===== src/rtl/ram_io_responder_if.sv =====
// CPU byte-bus bundle between the core (master) and the memory-side responder (slave).
interface ram_io_responder_if;
    logic [31:0] mem_a;
    logic [7:0]  mem_dout;
    logic        mem_wr;
    logic [7:0]  mem_din;
    logic        io_buffer_full;

    modport master (output mem_a, output mem_dout, output mem_wr,
                    input  mem_din, input io_buffer_full);
    modport slave  (input  mem_a, input mem_dout, input mem_wr,
                    output mem_din, output io_buffer_full);
endinterface


===== src/rtl/ram_io_responder.sv =====
// Memory-side responder for the CPU byte bus: RAM/IO decode, one-cycle read return,
// UART TX FIFO, RX pop strobe, free-running cycle counter and program-stop flag.
module ram_io_responder #(
    parameter int RAM_AW     = 17,
    parameter int TXF_DEPTH  = 8,
    parameter int FULL_SLACK = 2
) (
    input  logic              clk_in,
    input  logic              rst_in,
    ram_io_responder_if.slave bus,
    output logic [RAM_AW-1:0] ram_addr,
    output logic              ram_we,
    output logic [7:0]        ram_wdata,
    input  logic [7:0]        ram_rdata,
    output logic [7:0]        tx_data,
    output logic              tx_valid,
    input  logic              tx_ready,
    input  logic [7:0]        rx_data,
    input  logic              rx_valid,
    output logic              rx_ready,
    output logic              prog_done,
    output logic              drained
);
    localparam int PTR_W = $clog2(TXF_DEPTH);
    localparam int CNT_W = PTR_W + 1;
    localparam logic [CNT_W-1:0] DEPTH_C = CNT_W'(TXF_DEPTH);
    localparam logic [CNT_W-1:0] SLACK_C = CNT_W'(FULL_SLACK);
    localparam logic [CNT_W-1:0] CNT_ONE = CNT_W'(1);
    localparam logic [CNT_W-1:0] CNT_ZERO = CNT_W'(0);
    localparam logic [PTR_W-1:0] PTR_ONE = PTR_W'(1);

    typedef enum logic [2:0] {
        SEL_RAM  = 3'd0,
        SEL_RX   = 3'd1,
        SEL_CNT0 = 3'd2,
        SEL_CNT1 = 3'd3,
        SEL_CNT2 = 3'd4,
        SEL_CNT3 = 3'd5,
        SEL_ZERO = 3'd6
    } sel_e;

    sel_e             r_sel;
    logic [7:0]       r_byte;
    logic             r_live;
    logic [31:0]      r_cnt;
    logic [31:0]      r_snap;
    logic             r_done;
    logic             r_drained;
    logic             r_full;
    logic [PTR_W-1:0] r_wr_ptr;
    logic [PTR_W-1:0] r_rd_ptr;
    logic [CNT_W-1:0] r_count;
    logic [7:0]       r_mem [TXF_DEPTH];

    logic             w_is_io;
    logic [15:0]      w_off;
    logic             w_io_rd;
    logic             w_io_wr;
    sel_e             w_sel_nxt;
    logic [7:0]       w_byte_nxt;
    logic [31:0]      w_snap_nxt;
    logic             w_rx_pop;
    logic             w_push;
    logic             w_pop;
    logic [CNT_W-1:0] w_count_nxt;
    logic             w_done_nxt;
    logic             w_unused_addr;

    assign ram_addr      = bus.mem_a[RAM_AW-1:0];
    assign ram_we        = bus.mem_wr && !w_is_io;
    assign ram_wdata     = bus.mem_dout;
    assign w_unused_addr = ^bus.mem_a[31:18];

    // The RAM path only drives the bus once a real access has been registered since reset.
    assign bus.mem_din        = (r_sel == SEL_RAM && r_live) ? ram_rdata : r_byte;
    assign bus.io_buffer_full = r_full;
    assign tx_valid           = (r_count != CNT_ZERO);
    assign tx_data            = r_mem[r_rd_ptr];
    assign rx_ready           = w_rx_pop && rst_in;
    assign prog_done          = r_done;
    assign drained            = r_drained;

    // Address decode and selection of the byte returned on the next cycle.
    always_comb begin
        w_is_io    = (bus.mem_a[17:16] == 2'b11);
        w_off      = bus.mem_a[15:0];
        w_io_rd    = w_is_io && !bus.mem_wr;
        w_io_wr    = w_is_io && bus.mem_wr;
        w_sel_nxt  = SEL_ZERO;
        w_byte_nxt = 8'h00;
        w_snap_nxt = r_snap;
        w_rx_pop   = 1'b0;
        if (w_io_rd) begin
            case (w_off)
                16'h0000: begin
                    w_sel_nxt = SEL_RX;
                    if (rx_valid) begin
                        w_byte_nxt = rx_data;
                        w_rx_pop   = 1'b1;
                    end else begin
                        w_byte_nxt = 8'h00;
                    end
                end
                16'h0004: begin
                    w_sel_nxt  = SEL_CNT0;
                    w_snap_nxt = r_cnt;
                    w_byte_nxt = r_cnt[7:0];
                end
                16'h0005: begin
                    w_sel_nxt  = SEL_CNT1;
                    w_byte_nxt = r_snap[15:8];
                end
                16'h0006: begin
                    w_sel_nxt  = SEL_CNT2;
                    w_byte_nxt = r_snap[23:16];
                end
                16'h0007: begin
                    w_sel_nxt  = SEL_CNT3;
                    w_byte_nxt = r_snap[31:24];
                end
                default: begin
                    w_sel_nxt  = SEL_ZERO;
                    w_byte_nxt = 8'h00;
                end
            endcase
        end else if (!bus.mem_wr) begin
            w_sel_nxt = SEL_RAM;
        end else begin
            w_sel_nxt = SEL_ZERO;
        end
    end

    // TX FIFO push/pop; a push into a full FIFO is only taken when a pop frees a slot.
    always_comb begin
        w_pop      = tx_valid && tx_ready;
        w_push     = w_io_wr && (w_off == 16'h0000) && (bus.mem_dout != 8'h00)
                     && ((r_count != DEPTH_C) || w_pop);
        w_done_nxt = r_done || (w_io_wr && (w_off == 16'h0004));
        case ({w_push, w_pop})
            2'b10:   w_count_nxt = r_count + CNT_ONE;
            2'b01:   w_count_nxt = r_count - CNT_ONE;
            default: w_count_nxt = r_count;
        endcase
    end

    // Read-return registers, cycle counter, snapshot and program-stop flag.
    always_ff @(posedge clk_in or negedge rst_in) begin
        if (!rst_in) begin
            r_sel  <= SEL_RAM;
            r_byte <= 8'h00;
            r_live <= 1'b0;
            r_cnt  <= 32'h0000_0000;
            r_snap <= 32'h0000_0000;
            r_done <= 1'b0;
        end else begin
            r_sel  <= w_sel_nxt;
            r_byte <= w_byte_nxt;
            r_live <= 1'b1;
            r_cnt  <= r_cnt + 32'h0000_0001;
            r_snap <= w_snap_nxt;
            r_done <= w_done_nxt;
        end
    end

    // TX FIFO storage, pointers, occupancy and the flags derived from next occupancy.
    always_ff @(posedge clk_in or negedge rst_in) begin
        if (!rst_in) begin
            r_wr_ptr  <= {PTR_W{1'b0}};
            r_rd_ptr  <= {PTR_W{1'b0}};
            r_count   <= CNT_ZERO;
            r_full    <= 1'b0;
            r_drained <= 1'b0;
            for (int i = 0; i < TXF_DEPTH; i++) begin
                r_mem[i] <= 8'h00;
            end
        end else begin
            if (w_push) begin
                r_mem[r_wr_ptr] <= bus.mem_dout;
                r_wr_ptr        <= r_wr_ptr + PTR_ONE;
            end
            if (w_pop) begin
                r_rd_ptr <= r_rd_ptr + PTR_ONE;
            end
            r_count   <= w_count_nxt;
            r_full    <= ((DEPTH_C - w_count_nxt) <= SLACK_C);
            r_drained <= w_done_nxt && (w_count_nxt == CNT_ZERO);
        end
    end
endmodule


===== src/flat_wrapper.sv =====
// flat-port wrapper written by rule: the top's interface ports become plain ports
module ram_io_responder_flat 
#(
    parameter int RAM_AW     = 17,
    parameter int TXF_DEPTH  = 8,
    parameter int FULL_SLACK = 2
)
  (clk_in, rst_in, ram_addr, ram_we, ram_wdata, ram_rdata, tx_data, tx_valid, tx_ready, rx_data, rx_valid, rx_ready, prog_done, drained, bus_mem_a, bus_mem_dout, bus_mem_wr, bus_mem_din, bus_io_buffer_full);
  ram_io_responder_if bus_i ();
  input  logic clk_in;
  input  logic rst_in;
  output logic [RAM_AW-1:0] ram_addr;
  output logic ram_we;
  output logic [7:0] ram_wdata;
  input  logic [7:0] ram_rdata;
  output logic [7:0] tx_data;
  output logic tx_valid;
  input  logic tx_ready;
  input  logic [7:0] rx_data;
  input  logic rx_valid;
  output logic rx_ready;
  output logic prog_done;
  output logic drained;
  input wire logic [$bits(bus_i.mem_a)-1:0] bus_mem_a;
  input wire logic [$bits(bus_i.mem_dout)-1:0] bus_mem_dout;
  input wire logic [$bits(bus_i.mem_wr)-1:0] bus_mem_wr;
  output wire logic [$bits(bus_i.mem_din)-1:0] bus_mem_din;
  output wire logic [$bits(bus_i.io_buffer_full)-1:0] bus_io_buffer_full;
  assign bus_i.mem_a = bus_mem_a;
  assign bus_i.mem_dout = bus_mem_dout;
  assign bus_i.mem_wr = bus_mem_wr;
  assign bus_mem_din = bus_i.mem_din;
  assign bus_io_buffer_full = bus_i.io_buffer_full;
  ram_io_responder #(.RAM_AW(RAM_AW), .TXF_DEPTH(TXF_DEPTH), .FULL_SLACK(FULL_SLACK)) u_core (.clk_in(clk_in), .rst_in(rst_in), .bus(bus_i), .ram_addr(ram_addr), .ram_we(ram_we), .ram_wdata(ram_wdata), .ram_rdata(ram_rdata), .tx_data(tx_data), .tx_valid(tx_valid), .tx_ready(tx_ready), .rx_data(rx_data), .rx_valid(rx_valid), .rx_ready(rx_ready), .prog_done(prog_done), .drained(drained));
endmodule

===== config.mk =====
export PLATFORM = sky130hd
export DESIGN_NAME = ram_io_responder_flat
export DESIGN_NICKNAME = d
export VERILOG_FILES = /design/src/rtl/ram_io_responder_if.sv /design/src/rtl/ram_io_responder.sv /design/src/flat_wrapper.sv
export SDC_FILE = /design/constraint.sdc
export NUM_CORES = 1
export LEC_CHECK = 0
export ABC_AREA = 1
export BUFFER_PORTS_ARGS = -buffer_cell sky130_fd_sc_hd__buf_2
export CAP_MARGIN = 20
export CORE_UTILIZATION = 40
export DETAILED_ROUTE_END_ITERATION = 8
export PLACE_DENSITY = 0.59
export SETUP_SLACK_MARGIN = 0.3
export SYNTH_ARGS = -nofsm -noshare
export SYNTH_HDL_FRONTEND = slang
export SYNTH_SLANG_ARGS = --single-unit

===== constraint.sdc =====
create_clock -name clk_in -period 3.1 [get_ports clk_in]
set_input_delay 0.31 -clock clk_in [delete_from_list [all_inputs] [get_ports clk_in]]
set_output_delay 0.31 -clock clk_in [all_outputs]
set_load 0.02 [all_outputs]

# Word-level counts from Yosys, hierarchy flattened
# Cells that the tools add are included.
word_totals:
  out_inout_bits: 47
  word_cells: 78
  inputBits: 61
  reg_bits: 153
op_classes:
  mux: 17
  n_bitwise: 2
  n_addsub: 6
  n_reduce_logical: 22
  n_lt_le_gt_ge: 4
  n_eq_ne: 8
ops:
  columns: ["operator", "n"]
  rows:
  - ["64-bit bitwise mux", 1]
  - ["16-bit by 3-bit equality test with 1-bit output, second input constant", 4]
  - ["8-bit two-way mux", 6]
  - ["8-bit case mux with 5 select lines", 1]
  - ["32-bit by 1-bit adder with 32-bit output, second input constant", 1]
  - ["8-bit binary-select mux with 3-bit select", 1]
  - ["8-bit demux with 3-bit select", 1]
  - ["16-bit logical NOT", 1]
  - ["3-bit case mux with 5 select lines", 1]
  - ["1-bit logical AND", 12]
  - ["4-bit >= comparator, second input constant", 2]
  - ["3-bit NOT with 4-bit output", 2]
  - ["4-bit case mux with 2 select lines", 1]
  - ["8-bit nonzero test", 1]
  - ["3-bit by 1-bit adder with 3-bit output, second input constant", 2]
  - ["3-bit two-way mux", 2]
  - ["4-bit by 1-bit adder with 4-bit output, second input constant", 1]
  - ["2-bit equality test, second input constant", 2]
  - ["4-bit by 2-bit less-or-equal comparator with 1-bit output, second input constant", 1]
  - ["4-bit logical NOT", 1]
  - ["4-bit by 1-bit less-than comparator with 1-bit output, second input constant", 1]
  - ["4-bit != test, second input constant", 1]
  - ["4-bit nonzero test", 1]
  - ["4-bit by 1-bit subtractor with 4-bit output, second input constant", 1]
  - ["7 further kinds", 11]

# Depth between registers and ports, before layout
logic_depth:
  depth_word: 9
  mapped_depth: 19
  ltp_nobuf: 19

# Least setup slack after synthesis
# Ideal clock, no wire load.
synth_timing:
  kind: "register to register"
  startpoint: "reg u_core.r_count[1]"
  endpoint: "reg u_core.r_full, in the netlist u_core.bus.io_buffer_full"
  n_path_buf: 0
  t_arrival_ns: 2.408
  t_required_ns: 2.980
  setup_time_ns: 0.120
  stages_incl_launch_ff: 15
  path_slack_ns: 0.571
  period_less_slack_ns: 2.529
  path_cell_list: "dfrtp_1 > nor3_1 > nand2_1 > nand2_1 > inv_1 > nand2_2 > inv_1 > fa_1 > inv_1 > nand2_1 > nand2_1 > ha_1 > or2_0 > nand3_1 > a21oi_1"
synth_via:
  elab_chain_len: 8
  elab_cells_between_ends: 12
  classes_between: "add/sub: 3; order compare: 1; eq/ne: 3; mux: 1; reduce/logical: 4"
synth_lines:
  columns: ["element", "line_no", "source"]
  rows:
  - ["start: declaration", "ram_io_responder.sv:52", "logic [CNT_W-1:0] r_count;"]
  - ["start signal: assignment", "ram_io_responder.sv:184", "r_count <= w_count_nxt;"]
  - ["4-bit nonzero test *", "ram_io_responder.sv:77", "assign tx_valid = (r_count != CNT_ZERO);"]
  - ["net tx_valid", "flat_wrapper.sv:17", "output logic tx_valid;"]
  - ["1-bit logical AND *", "ram_io_responder.sv:135", "w_pop = tx_valid && tx_ready;"]
  - ["1-bit logical OR", "ram_io_responder.sv:137", "&& ((r_count != DEPTH_C) || w_pop);"]
  - ["1-bit logical AND", "ram_io_responder.sv:137", null]
  - ["2-bit by 1-bit equality test with 1-bit output or 2-bit equality test (tied branches)", "ram_io_responder.sv:139", "case ({w_push, w_pop})"]
  - ["4-bit case mux with 2 select lines *", "ram_io_responder.sv:139", null]
  - ["4-bit subtractor *", "ram_io_responder.sv:185", "r_full <= ((DEPTH_C - w_count_nxt) <= SLACK_C);"]
  - ["4-bit by 2-bit less-or-equal comparator with 1-bit output *", "ram_io_responder.sv:185", null]
  - ["end signal: assignment", "ram_io_responder.sv:185", null]
  - ["end: declaration", "ram_io_responder.sv:49", "logic r_full;"]
# Mark *: on every way through the listed nets, which the timed path passes. The rest lies on a longest branch.
# A chain may end at the register's enable or synchronous reset.

# Worst setup path after layout
layout_timing:
  startpoint: "reg u_core.r_count[1]"
  endpoint: "reg u_core.r_full, in the netlist u_core.bus.io_buffer_full"
layout_via:
  elab_chain_len: 8
  elab_cells_between_ends: 12
  classes_between: "add/sub: 3; order compare: 1; eq/ne: 3; mux: 1; reduce/logical: 4"
layout_lines:
  columns: ["element", "line_no"]
  rows:
  - ["4-bit nonzero test", "ram_io_responder.sv:77"]
  - ["1-bit logical AND", "ram_io_responder.sv:135"]
  - ["1-bit logical OR", "ram_io_responder.sv:137"]
  - ["1-bit logical AND", "ram_io_responder.sv:137"]
  - ["2-bit by 1-bit equality test with 1-bit output or 2-bit equality test (tied branches)", "ram_io_responder.sv:139"]
  - ["4-bit case mux with 2 select lines *", "ram_io_responder.sv:139"]
  - ["4-bit subtractor *", "ram_io_responder.sv:185"]
  - ["4-bit by 2-bit less-or-equal comparator with 1-bit output *", "ram_io_responder.sv:185"]
# Mark *: on every way between the ends. The rest lies on a longest branch, timed or not.

==> results.cfg <==
[clock_tree]
clkSinkCount = 145
clockBufferDepth = 2
cts_tree = built
cts-htree-levels = 4
cts_made_buffers = 17
cts_hold_buffers = 0
cts_setup_buffers = 0
cts_resized = 0
clk_pin_slew_worst_paths_ps = 60
clk_latency_ps = 420
cts-root-buf = clkbuf_16

[pwr]
p_sw_uw = 1770
powerDensity_nw_per_um2 = 659
p_seq_frac = 0.367
sw_frac_of_total = 0.324
power_leakage_uw = 0.00391
p_clk_frac = 0.383
pwr-share-comb = 0.250
internal-power_uw = 3700
peakVddDrop_mv = 0.446

[detailed_routing]
wirelength_um = 17100
via_per_inst = 4.87
postRouteAntennaNets = 0
route.detailed.drc = 0
wire_per_inst_um = 15.0
vias = 5540
first_pass_iters = 5
first_iter_violations = 343

[synthesis]
yosys_most_used_dff = dfrtp_1
yosys.area.top_type = dfrtp_1
ys_seq_area_frac = 0.509
synth-edff-count = 0
synthesis.nets = 895
mappedNetlistArea_um2 = 7130
ys_warn_count = 0
synthDominantCellAreaShare = 0.509
syn_avg_cell_area_um2 = 8.64
ys_ff_latch = 145
synth_area_leaders = dfrtp_1 (51%), nand2_1 (8.7%), o21ai_0 (7.5%)
synthArstFlopShare = 1.00
postSynthCellCount = 826
yosysUniqueCellTypes = 43

[final_layout]
stdcell_area_um2 = 8300
final_nets = 969
area_growth_pct = 16.3
antenna_cells_inserted = 0
layout-drive-gt1-share = 0.197

[place]
place_area_um2 = 7690
finalWeightedCongestion = 0.801
hpwl_um = 11600
portBuffers = 93

[timing]
max_freq_ghz = 0.386
final_hold_viol_count = 0
slew_headroom = 0.495
setup-tns-final_ps = 0
rsz0062_at_grt = false
period_needed_ps = 2590
worst_pin_slew_ps = 757
clock_skew_ps = 13.1
drv_slew = 0
finalCritPeriodShare = 0.836
finalSetupViolations = 0

[floorplan]
ios = 108
core-area_um2 = 17400
die_w_um = 136
start_util = 0.411
die-area_um2 = 18400
rows = 48
die_y_um = 136

[global_route]
met1_usage = 0.262
grt-ovfl-total = 0
grtUsageMet2 = 0.324
grt_pass1_wl_um = 27600
grt_usage = 0.200
grt_pass1_vias = 5307
gr-max-usage-layer = met2
grt_max_degree = 146
use_met3 = 0.0498
grt_antenna_before_repair = 0

[setup_path]
critPathSlowestCell = fa_1
critical_path_class = register to register
worstPathArrival_ps = 2900
worstSetupEndpointType = register
reg2reg_slack_ps = 510
reg2reg_to = u_core.bus.io_buffer_full
cp.required_ps = 3410
start_kind = register
r2r-start = u_core.r_count[1]
rr_worst_depth = 14
cp_cell_sequence = nor3_2, nand2_1, nand2_1, inv_1, nand2_2, inv_1, fa_1, inv_1, nand2_1, nand2_1, ha_1, or2_0, nand3_1, a21oi_1
crit_top_cell = nand2_1
path_max_fanout = 5
slowest_delay_ps = 480

[status]
status = complete, no violations

[flow_run]
drv_cap = 0

[hold_path]
hp-class = input pin to async pin
-- stage by stage --
stage | total power (uW) | utilization | std cells | hold slack (ps) | worst slack, ps
global placement | 3400 | 0.443 | 1106 | 458 | 323
CTS | 5530 | 0.478 | 1138 | 83.7 | 407
global route | 5790 | 0.478 | 1138 | 81.6 | 331
detailed placement | 3410 | 0.443 | 1106 | 466 | 290
floorplan | 2960 | - | 826 | 14.4 | 571
finish | 5470 | 0.478 | 1138 | 56.2 | 509
-- flip-flops by register name, indices dropped and copies added (netlist names) --
signal / count
u_core.bus.io_buffer_full: 1
u_core.drained: 1
u_core.prog_done: 1
u_core.r_byte: 8
u_core.r_cnt: 32
u_core.r_count: 4
u_core.r_live: 1
u_core.r_mem: 64
u_core.r_rd_ptr: 3
u_core.r_sel: 3
u_core.r_snap: 24
u_core.r_wr_ptr: 3
-- worst max path at each step --
stage                                  from                   endpoint  slack, ps  cells past startpoint
after global placement        bus_mem_a[16]  u_core.bus.io_buffer_full        320                     16
after global routing      u_core.r_count[1]  u_core.bus.io_buffer_full        330                     14
final                     u_core.r_count[1]  u_core.bus.io_buffer_full        510                     14
after floorplan           u_core.r_count[1]  u_core.bus.io_buffer_full        570                     14
after CTS                 u_core.r_count[1]  u_core.bus.io_buffer_full        410                     14
after detailed placement      bus_mem_a[16]  u_core.bus.io_buffer_full        290                     16
-- cells in the mapped netlist, types with 2 or more instances --
cell      number
a21oi_1       15
a31oi_1        9
a32oi_1        6
a41oi_1        3
and3_1         3
buf_2          8
buf_4         25
clkbuf_1      15
clkinv_1       4
dfrtp_1      145
ha_1           7
inv_1         73
inv_2          3
mux2_2        11
nand2_1      165
nand2_2       11
nand3_1       15
nand3_2        4
nand3_4        2
nand3b_1       3
nand4_1       10
nor2_1        98
nor2_2         4
nor2_4         4
nor3_1         8
nor3_2         3
o21ai_0      107
o21ai_1       14
o22ai_1        8
xnor2_1        2
xor2_1        29
-- worst max-delay path: cells and delay by family (launching register included) --
kind / cells / cell delay (ps)
buffers and inverters: 3 / 240
DFF: 1 / 450
and+or+nand+nor: 8 / 1040
AOI/OAI and AO/OA: 1 / 40
adders and majority gates: 2 / 710
-- area by class of cell --
| class | instances | area, um^2 |
|---|---|---|
| clock buffers | 20 | 447 |
| clock inverters | 12 | 160 |
| fillers | 1703 | 9060 |
| inverters | 80 | 300 |
| multi-input cells | 552 | 2910 |
| flip-flops and latches | 145 | 3630 |
| well taps | 225 | 282 |
| repair buffers | 104 | 567 |
-- layer usage --
layer / wire (um) / share of wire
met5: 0 / 0
met2: 8250 / 0.48
met3: 615 / 0.036
met4: 212 / 0.012
met1: 8000 / 0.47
-- cell families after synthesis --
kind of cell / after synthesis / synth area share
buffers and inverters: 129 / 0.0835
xor gates and xnor gates: 31 / 0.0381
AOI/OAI and AO/OA: 164 / 0.123
DFF: 145 / 0.509
and+or+nand+nor: 337 / 0.213
adders and majority gates: 8 / 0.0151
other: 1 / 0.000526
muxes: 11 / 0.0174
-- power by group through the flow --
| stage | combinational, uW | clock [uW] | sequential (uW) |
|---|---|---|---|
| detailed placement | 1370 | 0 | 2040 |
| global placement | 1370 | 0 | 2040 |
| floorplan | 935 | 0 | 2020 |
| global route | 1540 | 2230 | 2020 |
| finish | 1370 | 2090 | 2010 |
| CTS | 1380 | 2140 | 2000 |
-- layout by cell type, fill, tap and decap left out, types with 6 or more instances in the layout --
cell / instances
nand2_2: 11
o22ai_1: 8
nand4_1: 10
o21ai_1: 14
o21ai_0: 107
nor2_1: 98
a31oi_1: 9
ha_1: 7
nand3_1: 15
clkbuf_16: 17
nand2_1: 165
xor2_1: 29
buf_4: 10
a21oi_1: 15
nor3_1: 7
dfrtp_1: 145
buf_2: 92
mux2_2: 11
inv_1: 73
a32oi_1: 6
Power figures use the tool's default switching activity.
